$ cat config.mk
export PLATFORM = sky130hd
export DESIGN_NAME = ser_word_collector
export DESIGN_NICKNAME = d
export VERILOG_FILES = /design/src/rtl/ser_word_collector_pkg.sv /design/src/rtl/ser_word_collector_hex_to_seg.sv /design/src/rtl/ser_word_collector.sv
export SDC_FILE = /design/constraint.sdc
export NUM_CORES = 1
export LEC_CHECK = 0
export ABC_AREA = 1
export BUFFER_PORTS_ARGS = -buffer_cell sky130_fd_sc_hd__buf_2
export CAP_MARGIN = 40
export CELL_PAD_IN_SITES_DETAIL_PLACEMENT = 1
export CELL_PAD_IN_SITES_GLOBAL_PLACEMENT = 2
export CORE_MARGIN = 5
export CORE_UTILIZATION = 31
export CTS_CLUSTER_SIZE = 14
export DETAILED_ROUTE_END_ITERATION = 10
export GPL_TIMING_DRIVEN = 1
export PLACE_DENSITY_LB_ADDON = 0.1
export SYNTH_ARGS = -nofsm -noshare
export SYNTH_HDL_FRONTEND = slang
export SYNTH_SLANG_ARGS = --single-unit
$ cat constraint.sdc
create_clock -name clk -period 1.65 [get_ports clk]
set_clock_uncertainty 0.15 [all_clocks]
set_input_delay 0.165 -clock clk [delete_from_list [all_inputs] [get_ports clk]]
set_output_delay 0.165 -clock clk [all_outputs]
set_load 0.02 [all_outputs]
$ cat src/rtl/ser_word_collector_pkg.sv
// Shared definitions for the serial word collector: FSM encoding and
// the active-low 7-segment lookup table, bit order {g,f,e,d,c,b,a}.
package ser_word_collector_pkg;

    typedef enum logic [1:0] {
        IDLE  = 2'd0,
        SHIFT = 2'd1,
        ERR   = 2'd2
    } state_t;

    localparam logic [6:0] SEG_TABLE [0:15] = '{
        7'b1000000,  // 0
        7'b1111001,  // 1
        7'b0100100,  // 2
        7'b0110000,  // 3
        7'b0011001,  // 4
        7'b0010010,  // 5
        7'b0000010,  // 6
        7'b1111000,  // 7
        7'b0000000,  // 8
        7'b0010000,  // 9
        7'b0001000,  // A
        7'b0000011,  // b
        7'b1000110,  // C
        7'b0100001,  // d
        7'b0000110,  // E
        7'b0001110   // F
    };

endpackage

$ cat src/rtl/ser_word_collector_hex_to_seg.sv
// Hex digit to active-low 7-segment pattern, purely combinational.
module hex_to_seg
    import ser_word_collector_pkg::*;
(
    input  logic [3:0] hex,
    output logic [6:0] seg
);

    assign seg = SEG_TABLE[hex];

endmodule

$ cat src/rtl/ser_word_collector.sv
// Collects a framed serial bit stream into WORD_W-bit words (MSB first),
// flags bursts that end mid-word, and shows the word count on a 7-seg digit.
module ser_word_collector
    import ser_word_collector_pkg::*;
#(
    parameter int WORD_W = 8
) (
    input  logic              clk,
    input  logic              rst,
    input  logic              serIn,
    input  logic              serInValid,
    output logic [WORD_W-1:0] wordOut,
    output logic              wordValid,
    output logic              shortErr,
    output logic [3:0]        wordCnt,
    output logic [6:0]        seg_out
);

    localparam int CNT_W = $clog2(WORD_W + 1);
    localparam logic [CNT_W-1:0] LAST_BIT = CNT_W'(WORD_W - 1);
    // Only the first WORD_W-1 bits are held; the final bit goes straight into wordOut.
    localparam int SHREG_W = WORD_W - 1;

    state_t             state, state_next;
    logic [SHREG_W-1:0] shreg, shreg_next;
    logic [CNT_W-1:0]   bit_cnt, bit_cnt_next;
    logic [WORD_W-1:0]  word_out_next;
    logic               word_valid_next;
    logic               short_err_next;
    logic [3:0]         word_cnt_next;

    always_ff @(posedge clk or negedge rst) begin
        if (!rst) begin
            state     <= IDLE;
            shreg     <= '0;
            bit_cnt   <= '0;
            wordOut   <= '0;
            wordValid <= 1'b0;
            shortErr  <= 1'b0;
            wordCnt   <= 4'd0;
        end else begin
            state     <= state_next;
            shreg     <= shreg_next;
            bit_cnt   <= bit_cnt_next;
            wordOut   <= word_out_next;
            wordValid <= word_valid_next;
            shortErr  <= short_err_next;
            wordCnt   <= word_cnt_next;
        end
    end

    always_comb begin
        state_next      = state;
        shreg_next      = shreg;
        bit_cnt_next    = bit_cnt;
        word_out_next   = wordOut;
        word_valid_next = 1'b0;
        short_err_next  = 1'b0;
        word_cnt_next   = wordCnt;

        unique case (state)
            IDLE: begin
                if (serInValid) begin
                    shreg_next   = SHREG_W'({shreg, serIn});
                    bit_cnt_next = CNT_W'(1);
                    state_next   = SHIFT;
                end
            end
            SHIFT: begin
                if (serInValid) begin
                    shreg_next = SHREG_W'({shreg, serIn});
                    if (bit_cnt == LAST_BIT) begin
                        word_out_next   = {shreg, serIn};
                        word_valid_next = 1'b1;
                        word_cnt_next   = wordCnt + 4'd1;
                        bit_cnt_next    = '0;
                    end else begin
                        bit_cnt_next = bit_cnt + CNT_W'(1);
                    end
                end else if (bit_cnt == '0) begin
                    state_next = IDLE;
                end else begin
                    // Burst ended mid-word: drop the partial bits.
                    state_next     = ERR;
                    short_err_next = 1'b1;
                    shreg_next     = '0;
                    bit_cnt_next   = '0;
                end
            end
            ERR: begin
                state_next = IDLE;
            end
            default: begin
                state_next = IDLE;
            end
        endcase
    end

    hex_to_seg u_hex_to_seg (
        .hex (wordCnt),
        .seg (seg_out)
    );

endmodule

== After elaboration in Yosys (flattened, before gate mapping) ==
Memory sizes are Yosys's and may differ from the RTL's.
Index checks and enable logic that the tools add are counted.

* Register bits: 27
* Bits in read-only memories: 112
* Output and inout bits: 21
* Memories: 1

{| class="wikitable"
|+ Memory list
! memory !! depth !! bits a word !! read ports !! clocked after Yosys merged registers in !! write ports !! line !! text
|-
| (name not given) || 16 || 7 || 1 || 0 || 0 || ser_word_collector_hex_to_seg.sv:9 || <nowiki>assign seg = SEG_TABLE[hex];</nowiki>
|}

* Add/sub/neg operators: 2
* Magnitude comparators: 1
* Eq/ne operators: 5
* Multiplexer cells: 21
* Bitwise logic cells: 1
* Reduce and logical (&&, ||, !) cells: 6

{| class="wikitable"
|+ Operators by type and width
! cell !! number
|-
| $mux W7 || 5
|-
| $mux W4 || 4
|-
| $pmux W7 S2 || 1
|-
| $add A4 B1 Y4 const B || 2
|-
| $pmux W4 S2 || 1
|-
| $mux W1 || 6
|-
| $mux W2 || 3
|-
| $reduce_and A3 Y1 || 2
|-
| $ge A5 B5 Y1 const B || 1
|-
| $not A4 Y5 || 1
|-
| $eq A4 B3 Y1 const B || 1
|-
| $logic_not A4 Y1 || 1
|-
| $ne A2 B2 Y1 const B || 2
|-
| $pmux W2 S2 || 1
|-
| $ne A3 B3 Y1 const B || 1
|-
| $eq A2 B1 Y1 const B || 1
|-
| $logic_not A2 Y1 || 1
|-
| $reduce_and A2 Y1 || 1
|-
| $reduce_bool A2 Y1 || 1
|}

== Logic depth before layout (Yosys ltp) ==
Gate-level depths: netlist (run 1).

* Depth after elaboration: 4
* Mapped depth: 7
* Depth with buffers taken out: 7

== Hierarchy ==
A second synthesis (run 1) with hierarchy kept.

* Cells, all modules: 203
* Area, all modules: 1551.5 µm²

{| class="wikitable"
|+ By module, submodules not included
! module !! times used !! cells an instance !! area an instance (µm²) !! seq. area each (µm²)
|-
| ser_word_collector || 1 || 154 || 1277.5 || 675.6
|-
| hex_to_seg || 1 || 49 || 274.0 || 0.0
|}

== Worst setup path after synthesis (run 1) ==
OpenSTA, ideal clock, no wires.

* Path type: register to output
* From: register wordCnt[1]
* To: output port seg_out[2]
* Arrival time: 1.492 ns
* Data required time: 1.335 ns
* Setup slack: -0.157 ns
* Cell stages (with the launch flop): 4
* Buffers on the path: 0
* Cell sequence: dfrtp_1 -> inv_1 -> ha_1 -> o31ai_1

* Word-level cells in the longest chain between the ends: 4

{| class="wikitable"
|+ Ends and longest elaborated chain
! element !! line !! text
|-
| start, declared || ser_word_collector.sv:15 || <nowiki>output logic [3:0] wordCnt,</nowiki>
|-
| start signal, assigned || ser_word_collector.sv:48 || <nowiki>wordCnt <= word_cnt_next;</nowiki>
|-
| $not A4 Y5 (implied by the code) || ser_word_collector_hex_to_seg.sv:9 ||
|-
| $mem_v2 Z16 W7 || n/a ||
|-
| $mux W7 (implied by the code) (2 in a row) || ser_word_collector_hex_to_seg.sv:9 ||
|-
| end, declared || ser_word_collector.sv:16 || <nowiki>output logic [6:0] seg_out</nowiki>
|}

Every way passes these cells. The select of a mux whose other input is x is not followed.

== Final worst setup path (run 1) ==
* From: register wordCnt[0]
* To: output port seg_out[0]

The elaborated chain is that of the path after synthesis.

==> results.cfg, run 1 <==
[status]
run_status = finished, violations left
violations = setup timing

[floorplanning]
core-area_um2 = 4440
dieArea_um2 = 6110
num_io_pins = 25
rows = 24
die_y_um = 78.2
initial_core_util = 0.324
die_w_um = 78.2

[global_routing]
grt_max_degree = 28
overflow = 0
antenna_found_initial = 0
grt_pass1_wl_mm = 6.93
grt.total_usage = 0.142
grt_pass1_vias = 1402

[placement]
io_buffer_count = 24
gp_congestion = 0.830
post_dp_cell_area_um2 = 1660
dp_slack_ns = -0.00548
dp_hpwl_mm = 2.75

[logic_synthesis]
syn_inst = 185
ys_seq_area_frac = 0.469
syn_area_per_cell_um2 = 7.78
synth_top_cell_by_area = dfrtp_1
syn_nets = 197
synth.distinct_cells = 22
ys_seq_elements = 27
synth_area_leaders = dfrtp_1 (47%), nand2_1 (19%), nand3_1 (7.3%), ha_1 (7.0%), inv_1 (4.4%)
yosys_warnings = 0
synth_top_area_frac = 0.469
syn_area_um2 = 1440

[finish]
layout_commonest_cell = nand2_1
final_area_um2 = 1920
multi_input_area_um2 = 776
drive_gt1_frac = 0.306
syn2layout_area_growth_pct = 33.2
fillers = 544
regArea_um2 = 678
final_cell_mix = nand2_1 (67), dfrtp_1 (25), nand3_1 (18), buf_2 (18), inv_1 (15)
diodes = 0
finalNetCount = 235

[power]
p_total_uw = 2450
cellPowerDensity_nw_per_um2 = 1280
p_leak_uw = 0.00104
ir_worst_vdd_uv = 796

[detailed_routing]
wirelength_mm = 4.09
drtPass1Iterations = 4
via_per_inst = 4.71
drtAntennaViolNets = 0
wire_per_inst_um = 14.9
drt_iter0_drc = 59
num_vias = 1291
drc = 0

[clocking]
clk_latency_ns = 0.28
numCtsBuffers = 3
cts-root-buf = clkbuf_8
clk_pin_slew_ns = 0.10
clock_sinks = 27
clk_path_buf_depth = 2
cts_tree = built
cts_max_level = 1

[sta]
post-route-period-util = 1.10
relSlewSlack = 0.576
min_period_ns = 1.82
hold_viol_final = 0
setup_viol = 7
fmax_mhz = 551
final-max-slew-violation-count = 0
worst_pin_slew_ns = 0.636
setup_slack_ns = -0.166
finalSetupTns_ns = -0.814
rsz0062_at_grt = yes

[setup_path]
crit_required_ns = 1.33
path_common_cell = nand2_1
start_kind = flop
arrival_ns = 1.50
worst_setup_path_end_kind = primary output
cp_cell_sequence = buf_4 > ha_4 > nand2_4 > nand2_1 > nand2_1 > nand3_2 > buf_6
max_stage_delay_ns = 0.46
rrSetupSlack_ns = 0.11
cp_slowest_cell = dfrtp_2
criticalPathCategory = reg -> out
cp_max_fo = 4

[hold_path]
min-delay-path-class = in -> reg

[run]
drv_cap = 0
==> state kept, by name, summed over array words and instances (netlist names) <==
register,cells
wordOut,8
shortErr,1
bit_cnt,4
wordValid,1
wordCnt,4
shreg,7
state,2
==> critical path, delay by kind of cell, from the launching register on <==
family / cells / cell delay, ns
adders and majority gates: 1 / 0.17
buffers and inverters: 2 / 0.29
and+or+nand+nor: 4 / 0.29
DFF: 1 / 0.46
==> what timing repair did <==
item / 4_1_cts / 5_1_grt
resized for setup: 29 / 11
cloned: 0 / 1
pin swaps: 10 / 3
endpoints found under the setup margin: 7 / 12
hold buffers: 2 / 0
hold endpoints to repair: 28 / 0
buffers inserted: 4 / 0
==> cell type report <==
class,instances,share of cell area
multi-input cells,135,0.404
flip-flops and latches,27,0.354
inverters,19,0.0424
clock buffers,3,0.0215
repair buffers,37,0.140
well taps,52,0.0339
clock inverters,1,0.00391
==> metal layers <==
layer	vias up	part of all wire	track usage
met5	-	0	0
met4	0	0.011	0.0367
met3	4	0.037	0.0275
met2	24	0.49	0.254
met1	609	0.46	0.175
li1	654	-	-
==> logic make-up after synthesis <==
| kind of cell | count (synthesis) | synth area share |
|---|---|---|
| AOI/OAI and AO/OA | 11 | 0.0417 |
| DFF | 27 | 0.469 |
| xor gates and xnor gates | 1 | 0.00608 |
| adders and majority gates | 8 | 0.0695 |
| and+or+nand+nor | 114 | 0.343 |
| buffers and inverters | 24 | 0.0704 |
==> power breakdown <==
part           switching [µW]  total [µW]  internal [µW]
Clock                     226         398            172
Combinational             653        1110            459
Sequential                137         940            803
Total                    1020        2450           1430
==> per-stage QoR <==
| stage | std cells | hold WS (ns) | util |
|---|---|---|---|
| 2_1_floorplan | 185 | -0.281 | - |
| 6_report | 274 | 0.0231 | 0.432 |
| 5_1_grt | 274 | 0.0256 | 0.432 |
| 4_1_cts | 273 | 0.0216 | 0.423 |
| 3_3_place_gp | 263 | 0.0788 | 0.372 |
| 3_5_place_dp | 263 | 0.0817 | 0.372 |
==> cell usage after synthesis, drive strengths merged <==
library cell	instances
clkinv	2
clkbuf	1
a21oi	2
nor2	13
buf	4
and2	2
nand2	72
nand3	23
nand4	3
xor2	1
dfrtp	27
o211ai	1
inv	17
ha	8
o31ai	1
or2	1
o21ai	7
==> final timing paths <==
path / from / end / depth (start not counted)
min: serInValid / bit_cnt[2]$_DFFE_PN0P_ / 3
max in group asynchronous: rst / wordCnt[0]$_DFFE_PN0P_ / 2
min reg2reg: wordOut[6]$_DFFE_PN0P_ / wordOut[6]$_DFFE_PN0P_ / 2
max reg2reg: bit_cnt[0]$_DFFE_PN0P_ / wordOut[2]$_DFFE_PN0P_ / 6
min in group asynchronous: rst / wordCnt[2]$_DFFE_PN0P_ / 2
max: wordCnt[0]$_DFFE_PN0P_ / seg_out[0] / 7
Power figures use the tool's default switching activity.
==> inputs of run 2 (changes only) <==
--- a/config.mk
+++ b/config.mk
@@ -5,13 +5,12 @@
 export SDC_FILE = /design/constraint.sdc
 export NUM_CORES = 1
 export LEC_CHECK = 0
-export ABC_AREA = 1
 export BUFFER_PORTS_ARGS = -buffer_cell sky130_fd_sc_hd__buf_2
 export CAP_MARGIN = 40
 export CELL_PAD_IN_SITES_DETAIL_PLACEMENT = 1
 export CELL_PAD_IN_SITES_GLOBAL_PLACEMENT = 2
 export CORE_MARGIN = 5
-export CORE_UTILIZATION = 31
+export CORE_UTILIZATION = 35
 export CTS_CLUSTER_SIZE = 14
 export DETAILED_ROUTE_END_ITERATION = 10
 export GPL_TIMING_DRIVEN = 1
==> run 2 against run 1 <==
Effect of this change:
- critical endpoint is now seg_out[3]
- first-iteration DRC count fell by 69%
- the run still ends with setup timing left
- core utilization increased by 4.3 points
- power fell by 19%
- routed wire length down 23%
- critical path depth down 2
==> results.cfg, run 2 <==
[global_routing]
grt.total_usage = 0.131
overflow = 0
grt_max_degree = 28
grt_pass1_wl_mm = 5.40
grt_pass1_vias = 1093
antenna_found_initial = 0

[finish]
diodes = 0
top_regs = wordOut x8, shreg x7
regMostFlops = wordOut
multi_input_area_um2 = 677
largest_reg_flops = 8
final_util = 0.475
final_cells = 212
drive_gt1_frac = 0.469
syn2layout_area_growth_pct = 34.1
regArea_um2 = 678
layout_commonest_cell = buf_4
final_cell_mix = buf_4 (26), dfrtp_1 (25), buf_2 (18), a22o_1 (8), mux2_4 (7)
finalNetCount = 175
fillers = 419

[logic_synthesis]
synthTopCellsByCount = dfrtp_1 (27), inv_1 (9), a22o_1 (8), ha_1 (8), mux2_4 (7)
ys.flop_type = dfrtp_1
synthSimpleGateAreaFrac = 0.109
ys_seq_elements = 27
synth.distinct_cells = 33
syn_nets = 124
syn_inst = 112
synth_area_leaders = dfrtp_1 (48%), mux2_4 (7.5%), ha_1 (7.2%), a22o_1 (5.0%), mux2i_1 (2.9%)
yosys.area_share.xor_xnor = 0.0188
yosys_warnings = 0
syn_area_um2 = 1400
synth_top_family_by_area = multiplexers
synth_fa_ha_area_frac = 0.0717
synth_most_common_cell = dfrtp_1
async_reset_ff_frac = 1.00
synth_edf_count = 0
syn_area_per_cell_um2 = 12.5
synth_top_cell_by_area = dfrtp_1
ys_seq_area_frac = 0.484
synth-compound-area-share = 0.126
muxShareOfSynthArea = 0.144
synth_top_area_frac = 0.484

[sta]
post-route-period-util = 1.21
min_period_ns = 1.99
setup_slack_ns = -0.341
finalSetupTns_ns = -1.67
relSlewSlack = 0.603
fmax_mhz = 502
worst_pin_slew_ns = 0.596
setup_viol = 7
hold_viol_final = 0
rsz0062_at_grt = yes
final-max-slew-violation-count = 0

[setup_path]
criticalPathCategory = reg -> out
cp_max_fo = 5
crit_required_ns = 1.33
crit_start = wordCnt[1]$_DFFE_PN0P_
r2r-start = bit_cnt[0]$_DFFE_PN0P_
start_kind = flop
rr_worst_depth = 5
worst_setup_path_end_kind = primary output
arrival_ns = 1.68

[power]
ir_worst_vdd_uv = 497
p_leak_uw = 0.000954
cellPowerDensity_nw_per_um2 = 1060
p_total_uw = 1980

[hold_path]
worstHoldStart = serInValid
min-delay-path-class = in -> reg
hold_path_depth = 3

[detailed_routing]
num_vias = 1043
wire_per_inst_um = 14.9
drtAntennaViolNets = 0
wirelength_mm = 3.16
via_per_inst = 4.92
drc = 0
drtPass1Iterations = 2
drt_iter0_drc = 18

[floorplanning]
rows = 23
initial_core_util = 0.354
num_io_pins = 25
dieArea_um2 = 5350
die_w_um = 73.2
die_y_um = 73.2
core-area_um2 = 3940

[placement]
io_buffer_count = 24
dp_cells = 201
dp_hpwl_mm = 2.33
gp_congestion = 0.770
dp_slack_ns = -0.0702

[clocking]
clock_sinks = 27
numCtsBuffers = 3
clk_latency_ns = 0.28
cts-root-buf = clkbuf_8
clk_pin_slew_ns = 0.10
cts_max_level = 1
clk_path_buf_depth = 2
cts_tree = built

[run]
drv_cap = 0

[status]
violations = setup timing
run_status = finished, violations left
==> run 2: cell count changes after synthesis, moves of 3 or more <==
cell,change
a32o_1,+3
nand2_1,-67
xnor2_1,+3
a22o_1,+8
mux2_2,+3
o21ai_0,-6
mux2i_1,+4
nand3_1,-18
inv_1,-8
nor2_1,-6
mux2_4,+7
==> run 2: path summary, 6_finish.rpt <==
check                                         end  slack (ns)
max                                    seg_out[3]       -0.34
min                        bit_cnt[3]$_DFFE_PN0P_        0.08
max reg2reg                  shreg[1]$_DFFE_PN0P_        0.01
min reg2reg                wordOut[6]$_DFFE_PN0P_        0.36
max in group asynchronous  wordCnt[1]$_DFFE_PN0P_        0.66
min in group asynchronous      shortErr$_DFF_PN0_        0.26
==> run 2: area by class of cell <==
class	count	area share
inverter	9	0.0207
clock buffer	3	0.0220
sequential	27	0.362
clock inverter	1	0.00401
multi-input combinational	71	0.361
tap	50	0.0334
timing repair buffer	51	0.196
==> run 2: per-layer routing <==
| metal | GRT usage | routed length, µm | vias up |
|---|---|---|---|
| met1 | 0.160 | 1360 | 520 |
| li1 | - | - | 501 |
| met5 | 0 | 0 | - |
| met4 | 0.0430 | 42 | 0 |
| met2 | 0.230 | 1660 | 17 |
| met3 | 0.0248 | 103 | 5 |
==> run 2: through the flow <==
stage,instance area (µm²),hold WS (ns)
finish,1870,0.0751
global route,1870,0.0757
CTS,1850,0.0718
detailed placement,1730,0.0592
global placement,1730,0.0617
floorplan,1410,-0.281
==> run 2: power by group <==
part | switching, µW | leakage, µW | internal [µW] | total (µW)
sequential | 79.0 | 0.000359 | 767 | 846
clock | 220 | 0.0000217 | 172 | 392
combinational | 356 | 0.000574 | 387 | 743
total | 655 | 0.000954 | 1330 | 1980
==> run 2: repair_timing <==
action,4_1_cts,5_1_grt
endpoints found under the hold margin,30,0
resized for setup,11,2
buffers inserted,2,2
pin swaps,1,6
gates cloned,0,0
endpoints found under the setup margin,17,20
hold buffers,4,0
==> run 2: cell families (layout without fill, tap and decap cells) <==
logic type	after synthesis	count (layout)
flip-flops	27	27
AND/OR/NAND/NOR	25	25
AO/OA/AOI/OAI	20	20
multiplexers	15	15
buffers and inverters	14	64
adder cells (fa/ha/maj)	8	8
XOR/XNOR	3	3
==> run 2: worst max-delay path, stage by stage, from the launching register on <==
cell and delay (ns):
dfrtp_2 0.43, inv_4 0.07, ha_4 0.26, inv_2 0.03, mux4_2 0.46, buf_6 0.15
